### config.mk
export PLATFORM = sky130hd
export DESIGN_NAME = czono_plus_sched_flat
export DESIGN_NICKNAME = d
export VERILOG_FILES = /design/src/rtl/czono_pkg.sv /design/src/rtl/czono_plus_sched_if.sv /design/src/rtl/rr_arbiter.sv /design/src/rtl/czono_plus_sched.sv /design/src/flat_wrapper.sv
export SDC_FILE = /design/constraint.sdc
export NUM_CORES = 1
export LEC_CHECK = 0
export BUFFER_PORTS_ARGS = -buffer_cell sky130_fd_sc_hd__buf_2
export CAP_MARGIN = 20
export CORE_MARGIN = 5
export CORE_UTILIZATION = 35
export CTS_BUF_LIST = sky130_fd_sc_hd__clkbuf_16
export DETAILED_ROUTE_END_ITERATION = 10
export HOLD_SLACK_MARGIN = 0.08
export PLACE_DENSITY_LB_ADDON = 0.15
export REMOVE_ABC_BUFFERS = 1
export SLEW_MARGIN = 20
export SYNTH_ARGS = -nofsm -noshare
export SYNTH_HDL_FRONTEND = slang
export SYNTH_SLANG_ARGS = --single-unit
export TNS_END_PERCENT = 1
### constraint.sdc
create_clock -name clk_i -period 3.3 [get_ports clk_i]
set_clock_uncertainty 0.2 [all_clocks]
set_input_delay 0.165 -clock clk_i [delete_from_list [all_inputs] [get_ports clk_i]]
set_output_delay 0.165 -clock clk_i [all_outputs]
set_load 0.01 [all_outputs]
### src/rtl/czono_pkg.sv
// Shared types, default sizes and dimension rules for the CZonotope schedulers.
package czono_pkg;

   localparam int unsigned NREQ_DEF    = 2;
   localparam int unsigned NBANK_DEF   = 4;
   localparam int unsigned NMAX_DEF    = 3;
   localparam int unsigned NGMAX_DEF   = 15;
   localparam int unsigned NCMAX_DEF   = 12;
   localparam int unsigned TIMEOUT_DEF = 1024;

   localparam int unsigned BANK_W = $clog2(NBANK_DEF);
   localparam int unsigned N_W    = $clog2(NMAX_DEF);
   localparam int unsigned NG_W   = $clog2(NGMAX_DEF);
   localparam int unsigned NC_W   = $clog2(NCMAX_DEF);

   typedef enum logic [2:0] {
      S_IDLE,
      S_CHECK,
      S_START,
      S_RUN,
      S_WB,
      S_DONE
   } state_e;

   // Minkowski sum needs equal state dimension and summed sizes within limits.
   function automatic logic plus_dims_ok(input int unsigned zn, input int unsigned wn,
                                         input int unsigned ng_sum, input int unsigned nc_sum,
                                         input int unsigned ngmax, input int unsigned ncmax);
      return (zn == wn) && (ng_sum <= ngmax) && (nc_sum <= ncmax);
   endfunction

endpackage

### src/rtl/czono_plus_sched_if.sv
// Requester, bank-dimension and engine signals of the plus scheduler.
interface czono_plus_sched_if import czono_pkg::*; #(
   parameter int unsigned NREQ  = NREQ_DEF,
   parameter int unsigned NBANK = NBANK_DEF,
   parameter int unsigned NMAX  = NMAX_DEF,
   parameter int unsigned NGMAX = NGMAX_DEF,
   parameter int unsigned NCMAX = NCMAX_DEF
);
   localparam int unsigned BW  = $clog2(NBANK);
   localparam int unsigned NW  = $clog2(NMAX);
   localparam int unsigned NGW = $clog2(NGMAX);
   localparam int unsigned NCW = $clog2(NCMAX);

   logic [NREQ-1:0]       req_i;
   logic [NREQ*BW-1:0]    req_z_i;
   logic [NREQ*BW-1:0]    req_w_i;
   logic [NREQ*BW-1:0]    req_out_i;
   logic [NREQ-1:0]       done_o;
   logic [NREQ-1:0]       err_o;
   logic [NBANK*NW-1:0]   bank_n_i;
   logic [NBANK*NGW-1:0]  bank_ng_i;
   logic [NBANK*NCW-1:0]  bank_nc_i;
   logic                  eng_rstn_o;
   logic                  eng_valid_i;
   logic [BW-1:0]         z_sel_o;
   logic [BW-1:0]         w_sel_o;
   logic [BW-1:0]         out_sel_o;
   logic                  dim_we_o;
   logic [BW-1:0]         dim_bank_o;
   logic [NW-1:0]         dim_n_o;
   logic [NGW-1:0]        dim_ng_o;
   logic [NCW-1:0]        dim_nc_o;
   logic                  busy_o;

   modport slave (
      input  req_i, req_z_i, req_w_i, req_out_i, bank_n_i, bank_ng_i, bank_nc_i, eng_valid_i,
      output done_o, err_o, eng_rstn_o, z_sel_o, w_sel_o, out_sel_o,
             dim_we_o, dim_bank_o, dim_n_o, dim_ng_o, dim_nc_o, busy_o
   );

   modport master (
      output req_i, req_z_i, req_w_i, req_out_i, bank_n_i, bank_ng_i, bank_nc_i, eng_valid_i,
      input  done_o, err_o, eng_rstn_o, z_sel_o, w_sel_o, out_sel_o,
             dim_we_o, dim_bank_o, dim_n_o, dim_ng_o, dim_nc_o, busy_o
   );

endinterface

### src/rtl/rr_arbiter.sv
// Combinational round-robin arbiter: first active request at or after ptr_i wins.
module rr_arbiter #(
   parameter int unsigned NREQ = 2
) (
   input  logic [NREQ-1:0]         req_i,
   input  logic [$clog2(NREQ)-1:0] ptr_i,
   output logic [NREQ-1:0]         gnt_o,
   output logic [$clog2(NREQ)-1:0] idx_o
);
   localparam int unsigned IW = $clog2(NREQ);

   always_comb begin
      int unsigned cand;
      logic        found;
      gnt_o = '0;
      idx_o = '0;
      found = 1'b0;
      cand  = 0;
      for (int unsigned i = 0; i < NREQ; i++) begin
         cand = (32'(ptr_i) + i) % NREQ;
         if (!found && req_i[IW'(cand)]) begin
            found              = 1'b1;
            gnt_o[IW'(cand)]   = 1'b1;
            idx_o              = IW'(cand);
         end
      end
   end

endmodule

### src/rtl/czono_plus_sched.sv
// Shares one CZonotope plus engine between NREQ requesters: arbitrate, check
// dimensions, run the engine under a timeout, write back OUT dims, acknowledge.
module czono_plus_sched import czono_pkg::*; #(
   parameter int unsigned NREQ    = NREQ_DEF,
   parameter int unsigned NBANK   = NBANK_DEF,
   parameter int unsigned NMAX    = NMAX_DEF,
   parameter int unsigned NGMAX   = NGMAX_DEF,
   parameter int unsigned NCMAX   = NCMAX_DEF,
   parameter int unsigned TIMEOUT = TIMEOUT_DEF
) (
   input  logic                  clk_i,
   input  logic                  rstn_i,
   czono_plus_sched_if.slave     bus
);
   localparam int unsigned BW  = $clog2(NBANK);
   localparam int unsigned NW  = $clog2(NMAX);
   localparam int unsigned NGW = $clog2(NGMAX);
   localparam int unsigned NCW = $clog2(NCMAX);
   localparam int unsigned IW  = $clog2(NREQ);
   localparam int unsigned CW  = $clog2(TIMEOUT);

   state_e          state_q, state_d;
   logic [IW-1:0]   ptr_q, ptr_d;
   logic [IW-1:0]   win_q, win_d;
   logic [BW-1:0]   z_q, z_d, w_q, w_d, out_q, out_d;
   logic [NW-1:0]   zn_q, zn_d, wn_q, wn_d;
   logic [NGW-1:0]  zng_q, zng_d, wng_q, wng_d;
   logic [NCW-1:0]  znc_q, znc_d, wnc_q, wnc_d;
   logic [CW-1:0]   cnt_q, cnt_d;
   logic            err_q, err_d;

   logic [NREQ-1:0] arb_gnt;
   logic [IW-1:0]   arb_idx;
   logic [BW-1:0]   g_z, g_w, g_out;
   logic [NGW:0]    ng_sum;
   logic [NCW:0]    nc_sum;
   logic            bank_bad;
   logic            chk_err;

   rr_arbiter #(.NREQ(NREQ)) u_arb (
      .req_i (bus.req_i),
      .ptr_i (ptr_q),
      .gnt_o (arb_gnt),
      .idx_o (arb_idx)
   );

   assign g_z   = bus.req_z_i[arb_idx*BW +: BW];
   assign g_w   = bus.req_w_i[arb_idx*BW +: BW];
   assign g_out = bus.req_out_i[arb_idx*BW +: BW];

   // One bit wider than the fields so an oversized sum cannot wrap past the check.
   assign ng_sum = {1'b0, zng_q} + {1'b0, wng_q};
   assign nc_sum = {1'b0, znc_q} + {1'b0, wnc_q};

   if ((1 << BW) > NBANK) begin : g_bank_chk
      assign bank_bad = (z_q >= BW'(NBANK)) || (w_q >= BW'(NBANK)) || (out_q >= BW'(NBANK));
   end else begin : g_no_bank_chk
      assign bank_bad = 1'b0;
   end

   assign chk_err = !plus_dims_ok(32'(zn_q), 32'(wn_q), 32'(ng_sum), 32'(nc_sum), NGMAX, NCMAX)
                    || (out_q == z_q) || (out_q == w_q) || bank_bad;

   always_ff @(posedge clk_i or negedge rstn_i) begin
      if (!rstn_i) begin
         state_q <= S_IDLE;
         ptr_q   <= '0;
         win_q   <= '0;
         z_q     <= '0;
         w_q     <= '0;
         out_q   <= '0;
         zn_q    <= '0;
         wn_q    <= '0;
         zng_q   <= '0;
         wng_q   <= '0;
         znc_q   <= '0;
         wnc_q   <= '0;
         cnt_q   <= '0;
         err_q   <= 1'b0;
      end else begin
         state_q <= state_d;
         ptr_q   <= ptr_d;
         win_q   <= win_d;
         z_q     <= z_d;
         w_q     <= w_d;
         out_q   <= out_d;
         zn_q    <= zn_d;
         wn_q    <= wn_d;
         zng_q   <= zng_d;
         wng_q   <= wng_d;
         znc_q   <= znc_d;
         wnc_q   <= wnc_d;
         cnt_q   <= cnt_d;
         err_q   <= err_d;
      end
   end

   always_comb begin
      state_d = state_q;
      ptr_d   = ptr_q;
      win_d   = win_q;
      z_d     = z_q;
      w_d     = w_q;
      out_d   = out_q;
      zn_d    = zn_q;
      wn_d    = wn_q;
      zng_d   = zng_q;
      wng_d   = wng_q;
      znc_d   = znc_q;
      wnc_d   = wnc_q;
      cnt_d   = cnt_q;
      err_d   = err_q;
      unique case (state_q)
         S_IDLE: begin
            if (|arb_gnt) begin
               state_d = S_CHECK;
               win_d   = arb_idx;
               ptr_d   = (arb_idx == IW'(NREQ - 1)) ? '0 : arb_idx + 1'b1;
               z_d     = g_z;
               w_d     = g_w;
               out_d   = g_out;
               zn_d    = bus.bank_n_i[g_z*NW +: NW];
               wn_d    = bus.bank_n_i[g_w*NW +: NW];
               zng_d   = bus.bank_ng_i[g_z*NGW +: NGW];
               wng_d   = bus.bank_ng_i[g_w*NGW +: NGW];
               znc_d   = bus.bank_nc_i[g_z*NCW +: NCW];
               wnc_d   = bus.bank_nc_i[g_w*NCW +: NCW];
            end
         end
         S_CHECK: begin
            if (chk_err) begin
               err_d   = 1'b1;
               state_d = S_DONE;
            end else begin
               state_d = S_START;
            end
         end
         S_START: begin
            cnt_d   = '0;
            state_d = S_RUN;
         end
         S_RUN: begin
            // Engine output is still the registered reset value in the first RUN cycle.
            if ((cnt_q != '0) && bus.eng_valid_i) begin
               state_d = S_WB;
            end else if (cnt_q == CW'(TIMEOUT - 1)) begin
               err_d   = 1'b1;
               state_d = S_DONE;
            end else begin
               cnt_d = cnt_q + 1'b1;
            end
         end
         S_WB: state_d = S_DONE;
         S_DONE: begin
            cnt_d   = '0;
            err_d   = 1'b0;
            state_d = S_IDLE;
         end
         default: state_d = S_IDLE;
      endcase
   end

   always_comb begin
      bus.eng_rstn_o = 1'b0;
      bus.done_o     = '0;
      bus.err_o      = '0;
      bus.dim_we_o   = 1'b0;
      bus.busy_o     = 1'b1;
      unique case (state_q)
         S_IDLE:  bus.busy_o     = 1'b0;
         S_RUN:   bus.eng_rstn_o = 1'b1;
         S_WB:    bus.dim_we_o   = 1'b1;
         S_DONE: begin
            bus.done_o[win_q] = 1'b1;
            bus.err_o[win_q]  = err_q;
         end
         default: ;
      endcase
      bus.z_sel_o    = z_q;
      bus.w_sel_o    = w_q;
      bus.out_sel_o  = out_q;
      bus.dim_bank_o = out_q;
      bus.dim_n_o    = zn_q;
      bus.dim_ng_o   = ng_sum[NGW-1:0];
      bus.dim_nc_o   = nc_sum[NCW-1:0];
   end

endmodule

### src/flat_wrapper.sv
// flat-port wrapper written by rule: the top's interface ports become plain ports
module czono_plus_sched_flat import czono_pkg::*;
#(
   parameter int unsigned NREQ    = NREQ_DEF,
   parameter int unsigned NBANK   = NBANK_DEF,
   parameter int unsigned NMAX    = NMAX_DEF,
   parameter int unsigned NGMAX   = NGMAX_DEF,
   parameter int unsigned NCMAX   = NCMAX_DEF,
   parameter int unsigned TIMEOUT = TIMEOUT_DEF
)
  (clk_i, rstn_i, bus_req_i, bus_req_z_i, bus_req_w_i, bus_req_out_i, bus_bank_n_i, bus_bank_ng_i, bus_bank_nc_i, bus_eng_valid_i, bus_done_o, bus_err_o, bus_eng_rstn_o, bus_z_sel_o, bus_w_sel_o, bus_out_sel_o, bus_dim_we_o, bus_dim_bank_o, bus_dim_n_o, bus_dim_ng_o, bus_dim_nc_o, bus_busy_o);
  czono_plus_sched_if #(.NREQ(NREQ), .NBANK(NBANK), .NMAX(NMAX), .NGMAX(NGMAX), .NCMAX(NCMAX)) bus_i ();
  input  logic clk_i;
  input  logic rstn_i;
  input wire logic [$bits(bus_i.req_i)-1:0] bus_req_i;
  input wire logic [$bits(bus_i.req_z_i)-1:0] bus_req_z_i;
  input wire logic [$bits(bus_i.req_w_i)-1:0] bus_req_w_i;
  input wire logic [$bits(bus_i.req_out_i)-1:0] bus_req_out_i;
  input wire logic [$bits(bus_i.bank_n_i)-1:0] bus_bank_n_i;
  input wire logic [$bits(bus_i.bank_ng_i)-1:0] bus_bank_ng_i;
  input wire logic [$bits(bus_i.bank_nc_i)-1:0] bus_bank_nc_i;
  input wire logic [$bits(bus_i.eng_valid_i)-1:0] bus_eng_valid_i;
  output wire logic [$bits(bus_i.done_o)-1:0] bus_done_o;
  output wire logic [$bits(bus_i.err_o)-1:0] bus_err_o;
  output wire logic [$bits(bus_i.eng_rstn_o)-1:0] bus_eng_rstn_o;
  output wire logic [$bits(bus_i.z_sel_o)-1:0] bus_z_sel_o;
  output wire logic [$bits(bus_i.w_sel_o)-1:0] bus_w_sel_o;
  output wire logic [$bits(bus_i.out_sel_o)-1:0] bus_out_sel_o;
  output wire logic [$bits(bus_i.dim_we_o)-1:0] bus_dim_we_o;
  output wire logic [$bits(bus_i.dim_bank_o)-1:0] bus_dim_bank_o;
  output wire logic [$bits(bus_i.dim_n_o)-1:0] bus_dim_n_o;
  output wire logic [$bits(bus_i.dim_ng_o)-1:0] bus_dim_ng_o;
  output wire logic [$bits(bus_i.dim_nc_o)-1:0] bus_dim_nc_o;
  output wire logic [$bits(bus_i.busy_o)-1:0] bus_busy_o;
  assign bus_i.req_i = bus_req_i;
  assign bus_i.req_z_i = bus_req_z_i;
  assign bus_i.req_w_i = bus_req_w_i;
  assign bus_i.req_out_i = bus_req_out_i;
  assign bus_i.bank_n_i = bus_bank_n_i;
  assign bus_i.bank_ng_i = bus_bank_ng_i;
  assign bus_i.bank_nc_i = bus_bank_nc_i;
  assign bus_i.eng_valid_i = bus_eng_valid_i;
  assign bus_done_o = bus_i.done_o;
  assign bus_err_o = bus_i.err_o;
  assign bus_eng_rstn_o = bus_i.eng_rstn_o;
  assign bus_z_sel_o = bus_i.z_sel_o;
  assign bus_w_sel_o = bus_i.w_sel_o;
  assign bus_out_sel_o = bus_i.out_sel_o;
  assign bus_dim_we_o = bus_i.dim_we_o;
  assign bus_dim_bank_o = bus_i.dim_bank_o;
  assign bus_dim_n_o = bus_i.dim_n_o;
  assign bus_dim_ng_o = bus_i.dim_ng_o;
  assign bus_dim_nc_o = bus_i.dim_nc_o;
  assign bus_busy_o = bus_i.busy_o;
  czono_plus_sched #(.NREQ(NREQ), .NBANK(NBANK), .NMAX(NMAX), .NGMAX(NGMAX), .NCMAX(NCMAX), .TIMEOUT(TIMEOUT)) u_core (.clk_i(clk_i), .rstn_i(rstn_i), .bus(bus_i));
endmodule
# Yosys cells after proc, flatten, opt, wreduce, memory -nomap -nowiden
# Cells that the tools add are included.
dict set report totals {
  mem_count 0
  latchBits 0
  mem_bits_ro 0
  ramBits 0
  regBits 42
  wordCells 107
}
dict set report classes {
  n_reduce_logical 21
  div_mod_pow 0
  n_addsub 5
  mul 0
  n_lt_le_gt_ge 8
  eq_ne 15
  shift 9
  bitwise 2
  n_mux 33
}
# op n
set ops {}
lappend ops {{16-bit by 5-bit indexed part select with 4-bit output} 4}
lappend ops {{10-bit 2-to-1 mux} 2}
lappend ops {{10-bit one-hot mux with 2 select lines} 1}
lappend ops {{1-bit 2-to-1 mux} 17}
lappend ops {{8-bit by 4-bit indexed part select with 2-bit output} 2}
lappend ops {{3-bit one-hot mux with 5 select lines} 1}
lappend ops {{3-bit 2-to-1 mux} 4}
lappend ops {{4-bit by 3-bit indexed part select with 2-bit output} 3}
lappend ops {{10-bit by 1-bit adder with 10-bit output (second input constant)} 1}
lappend ops {{4-bit by 4-bit adder with 5-bit output} 2}
lappend ops {{10-bit == test (second input constant)} 1}
lappend ops {{5-bit by 4-bit less-or-equal comparator with 1-bit output (second input constant)} 2}
lappend ops {{10-bit nonzero test} 1}
lappend ops {{2-bit 2-to-1 mux} 4}
lappend ops {{1-bit logical AND} 7}
lappend ops {{2-bit == test} 3}
lappend ops {{3-bit by 2-bit == test with 1-bit output (second input constant)} 2}
lappend ops {{3-bit == test (second input constant)} 2}
lappend ops {{1-bit by 2-bit < comparator with 1-bit output (second input constant)} 3}
lappend ops {{2-bit by 1-bit != test with 1-bit output (second input constant)} 3}
lappend ops {{2-bit != test (second input constant)} 2}
lappend ops {{2-bit AND reduction} 2}
lappend ops {{4-bit AND reduction} 1}
lappend ops {{2-bit OR reduction} 2}
lappend ops {{14 further kinds} 21}

# Logic depth before layout (Yosys ltp)
dict set report depth {
  ltp_word 10
  depth_mapped 7
  depth_no_buf 7
}

# Cells and area by module
# A second synthesis with hierarchy kept.
dict set report unflattened {
  hier_cells 244
  area_unflattened_um2 2806.4
}
# mod n_inst cells_each area_each_um2
set modules_own_cells {}
lappend modules_own_cells {czono_plus_sched 1 240 2776.4}
lappend modules_own_cells {rr_arbiter 1 4 30.0}

# Least setup slack after synthesis
# Ideal clock, no wire load.
dict set report synth_path {
  path_kind {reg-to-reg}
  startpoint {register u_core.cnt_q[0]}
  endpoint {register u_core.cnt_q[9]}
  path_slack_ns 0.883
  t_arrival_ns 2.138
  setup_time_ns 0.079
  stages_incl_launch_ff 8
  cell_sequence {dfrtp_1 -> inv_1 -> ha_1 -> or3b_2 -> o41ai_4 -> nand4_4 -> or4_1 -> a21oi_1}
}
dict set report synth_via {
  elab_chain_len 4
}
# element line
set synth_lines {}
lappend synth_lines {{from (decl)} czono_plus_sched.sv:29} ;# logic [CW-1:0] cnt_q, cnt_d;
lappend synth_lines {{from (signal assigned)} czono_plus_sched.sv:93} ;# cnt_q <= cnt_d;
lappend synth_lines {{10-bit by 1-bit adder with 10-bit output / 10-bit nonzero test (equally long branches)} {czono_plus_sched.sv:150, czono_plus_sched.sv:144}}
lappend synth_lines {{10-bit 2-to-1 mux / 1-bit logical AND (equally long branches)} {czono_plus_sched.sv:146, czono_plus_sched.sv:144}}
lappend synth_lines {{10-bit 2-to-1 mux / 2-bit != test (equally long branches)} --}
lappend synth_lines {{10-bit one-hot mux with 2 select lines / 3-bit AND reduction (equally long branches)} --}
# Several ways; a longest one is shown, not always the timed one. The select of a mux whose other input is x is not followed.
# A chain may end at the register's enable or synchronous reset.

# Worst setup path after layout
# Ends and elaborated chain as after synthesis.

==> results.cfg <==
[run_status]
outcome = completed

[detailed_routing]
drt-total-wl_microns = 6740
detail_route.iter0.violations = 54
drt_drc_violations_left = 0
detail_route.first_pass.iterations = 4
route.detailed.wl_per_inst_microns = 15.9
viasPerCell = 5.16
postRouteAntennaNets = 0
route.vias.total = 2192

[layout]
layout.nets = 391
layout.cells.non_filler = 425
layout_cell_share_with_drive_strength_beyond_1 = 0.440
fin_util = 0.449
insertedDiodeCount = 0
area_growth_syn_to_layout_pct = 25.1
final_cell_area_sq_um = 3450

[cts]
cts-buffers-inserted = 5
ctsHtreeMaxLevel = 2
post_cts_resized = 0
clock_sink_count = 42
post-cts-setup-buffer-count = 0
clk-insertion-delay-late_ps = 280
clk_transition_reported_paths_ps = 60
tritoncts = done
max-clock-path-buffers = 2
clock-root-buffer = sky130_fd_sc_hd__clkbuf_16

[synth]
yosys_top_cell_area_share = 0.381
post-synth-top-area-cell = sky130_fd_sc_hd__dfrtp_1
synth-seq-area-share = 0.381
synth_most_common_cell = sky130_fd_sc_hd__dfrtp_1
synth_edf_count = 0
synthFlopType = sky130_fd_sc_hd__dfrtp_1
yosysWarnings = 0
yosys.cell_types.count = 44
synth_seq_cells = 42
synthesis.area_per_instance_sq_um = 11.6
synthesis.area_sq_um = 2760
yosys-top-cells-area = sky130_fd_sc_hd__dfrtp_1 (38%), sky130_fd_sc_hd__mux4_2 (16%), sky130_fd_sc_hd__mux2_2 (9.8%), sky130_fd_sc_hd__ha_1 (4.5%), sky130_fd_sc_hd__nand2_1 (3.8%)
synth-async-reset-ratio = 1.00
synth.top_cells.by_count = sky130_fd_sc_hd__dfrtp_1 (42), sky130_fd_sc_hd__nand2_1 (28), sky130_fd_sc_hd__mux2_2 (24), sky130_fd_sc_hd__mux4_2 (20)
syn-instance-count = 237

[power_and_ir_drop]
report.power.total_mw = 2.92
power_density_nw_per_um2 = 847
power_leakage_nw = 1.60
vdd_ir_drop_max_mv = 0.287

[worst_setup_path]
cp.buffers_inverters = 1
critPathMaxStageDelay_ps = 470
critical_path.slowest_cell = sky130_fd_sc_hd__or3b_2
endpoint_kind = register
regToRegStartpoint = u_core.cnt_q[0]
path_max_fanout = 7
worst_path_dominant_cell_family = simple AND/OR/NAND/NOR gates
setup.worst_path.start = u_core.cnt_q[0]
timing.setup.critical_path_class = reg -> reg
crit_chain = inv_1 -> ha_1 -> or3b_2 -> o41ai_4 -> nand4_4 -> or4_1 -> a21oi_1
reg2reg_slack_ps = 650
cp_data_arrival_time_ps = 2650
cp.required_ps = 3300
startpoint_type_of_the_worst_setup_path = register

[timing]
final_slew_violations = 0
finalCritPeriodShare = 0.802
finalHoldViolCount = 0
rsz0062_at_grt = false
rel_slew_slack = 0.595
setup_viol_count_final = 0
period_needed_ps = 2650
slew_at_the_pin_closest_to_its_max_slew_limit_ps = 601
finalSetupTns_ps = 0
max_freq_mhz = 378

[floorplan]
chipHeight_microns = 98.8
core_region_area_sq_um = 7690
ports_placed_on_the_boundary = 82
floorplan.die.width_microns = 98.8
floorplan.initialDensity = 0.359
rows = 32
die_area_sq_um = 9750

[global_route]
global_route.usage.met3 = 0.0389
grt.overflow.total = 0
number_of_global_route_vias_before_repair = 2334
gr-usage-all-layers = 0.146
grt_use_met1 = 0.177
grt_max_degree = 43
groute.layer.met2.usage = 0.253
grt_antenna_before_repair = 0
grt_busiest_layer = met2
grt_first_pass_wirelength_microns = 11400

[placed_design]
port_buffers = 81
detailed_place_hpwl_microns = 5180
routabilityCongestion = 0.805
dpl-instance-area_sq_um = 3260
dpl.cell_count = 412

[min_path]
holdCritStartpoint = bus_bank_ng_i[8]
worstHoldPathType = in -> reg

[flow_run]
maxCapViolations = 0
routing by layer:
metal / wire (microns) / vias to the layer above
li1: - / 1064
met1: 2830 / 1064
met2: 3410 / 57
met3: 404 / 7
met4: 96 / 0
met5: 0 / -
through the flow:
step | hold slack, ps | setup WS, ps
3_3_place_gp | 198 | 695
6_report | 132 | 652
5_1_grt | 146 | 478
4_1_cts | 133 | 610
3_5_place_dp | 186 | 609
2_1_floorplan | -331 | 761
cell families after synthesis:
group / synth area share
AOI/OAI and AO/OA: 0.0957
adders and majority gates: 0.0599
and+or+nand+nor: 0.128
buffers and inverters: 0.0322
muxes: 0.269
DFF: 0.381
xor gates and xnor gates: 0.0349
report_power, final:
| group | total, mW | switching, mW | internal (mW) | leakage (nW) |
|---|---|---|---|---|
| Combinational | 1.55 | 0.793 | 0.755 | 1.00 |
| Sequential | 0.908 | 0.189 | 0.719 | 0.523 |
| Clock | 0.467 | 0.193 | 0.273 | 0.0724 |
| Total | 2.92 | 1.18 | 1.75 | 1.60 |
tightest hold or removal path: cells and delay by family:
family                 cells  cell delay, ps
buffers and inverters      1              80
muxes                      2             340
layout by cell type (no fill, tap or decap), drive strengths merged, types with 7 or more instances in the layout:
master and count:
inv 12, ha 10, nor2 11, nand3 8, a21oi 7, nand2 28, o21ai 7, mux2 24
dfrtp 42, xor2 8, mux4 20, buf 83
sequential cells by signal, summed over array words and instances (netlist names), 3 cells and up:
name / cells
u_core.cnt_q: 10
u_core.wnc_q: 4
u_core.wng_q: 4
u_core.znc_q: 4
u_core.zng_q: 4
u_core.state_q: 3
path summary, 6_finish.rpt:
check,to,cells past startpoint
hold reg to reg,u_core.ptr_q,2
setup reg to reg,u_core.cnt_q[9],7
setup / recovery,u_core.cnt_q[9],7
hold / removal,u_core.wng_q[0],3
max in group asynchronous,u_core.cnt_q[7],2
min in group asynchronous,u_core.cnt_q[8],2
layout make-up:
class | count | area, sq um
multi-input cells | 174 | 1620
flip-flops and latches | 42 | 1050
repair buffers | 88 | 473
clock buffers | 5 | 125
well taps | 102 | 128
clock inverters | 3 | 12.5
inverters | 11 | 41.3
fillers | 779 | 4240
timing repair:
action | 4_1_cts | 5_1_grt
hold buffers | 5 | 0
hold endpoints to repair | 44 | 0
setup endpoints to repair | 0 | 0
No activity file was read; power rests on OpenSTA's default activity.
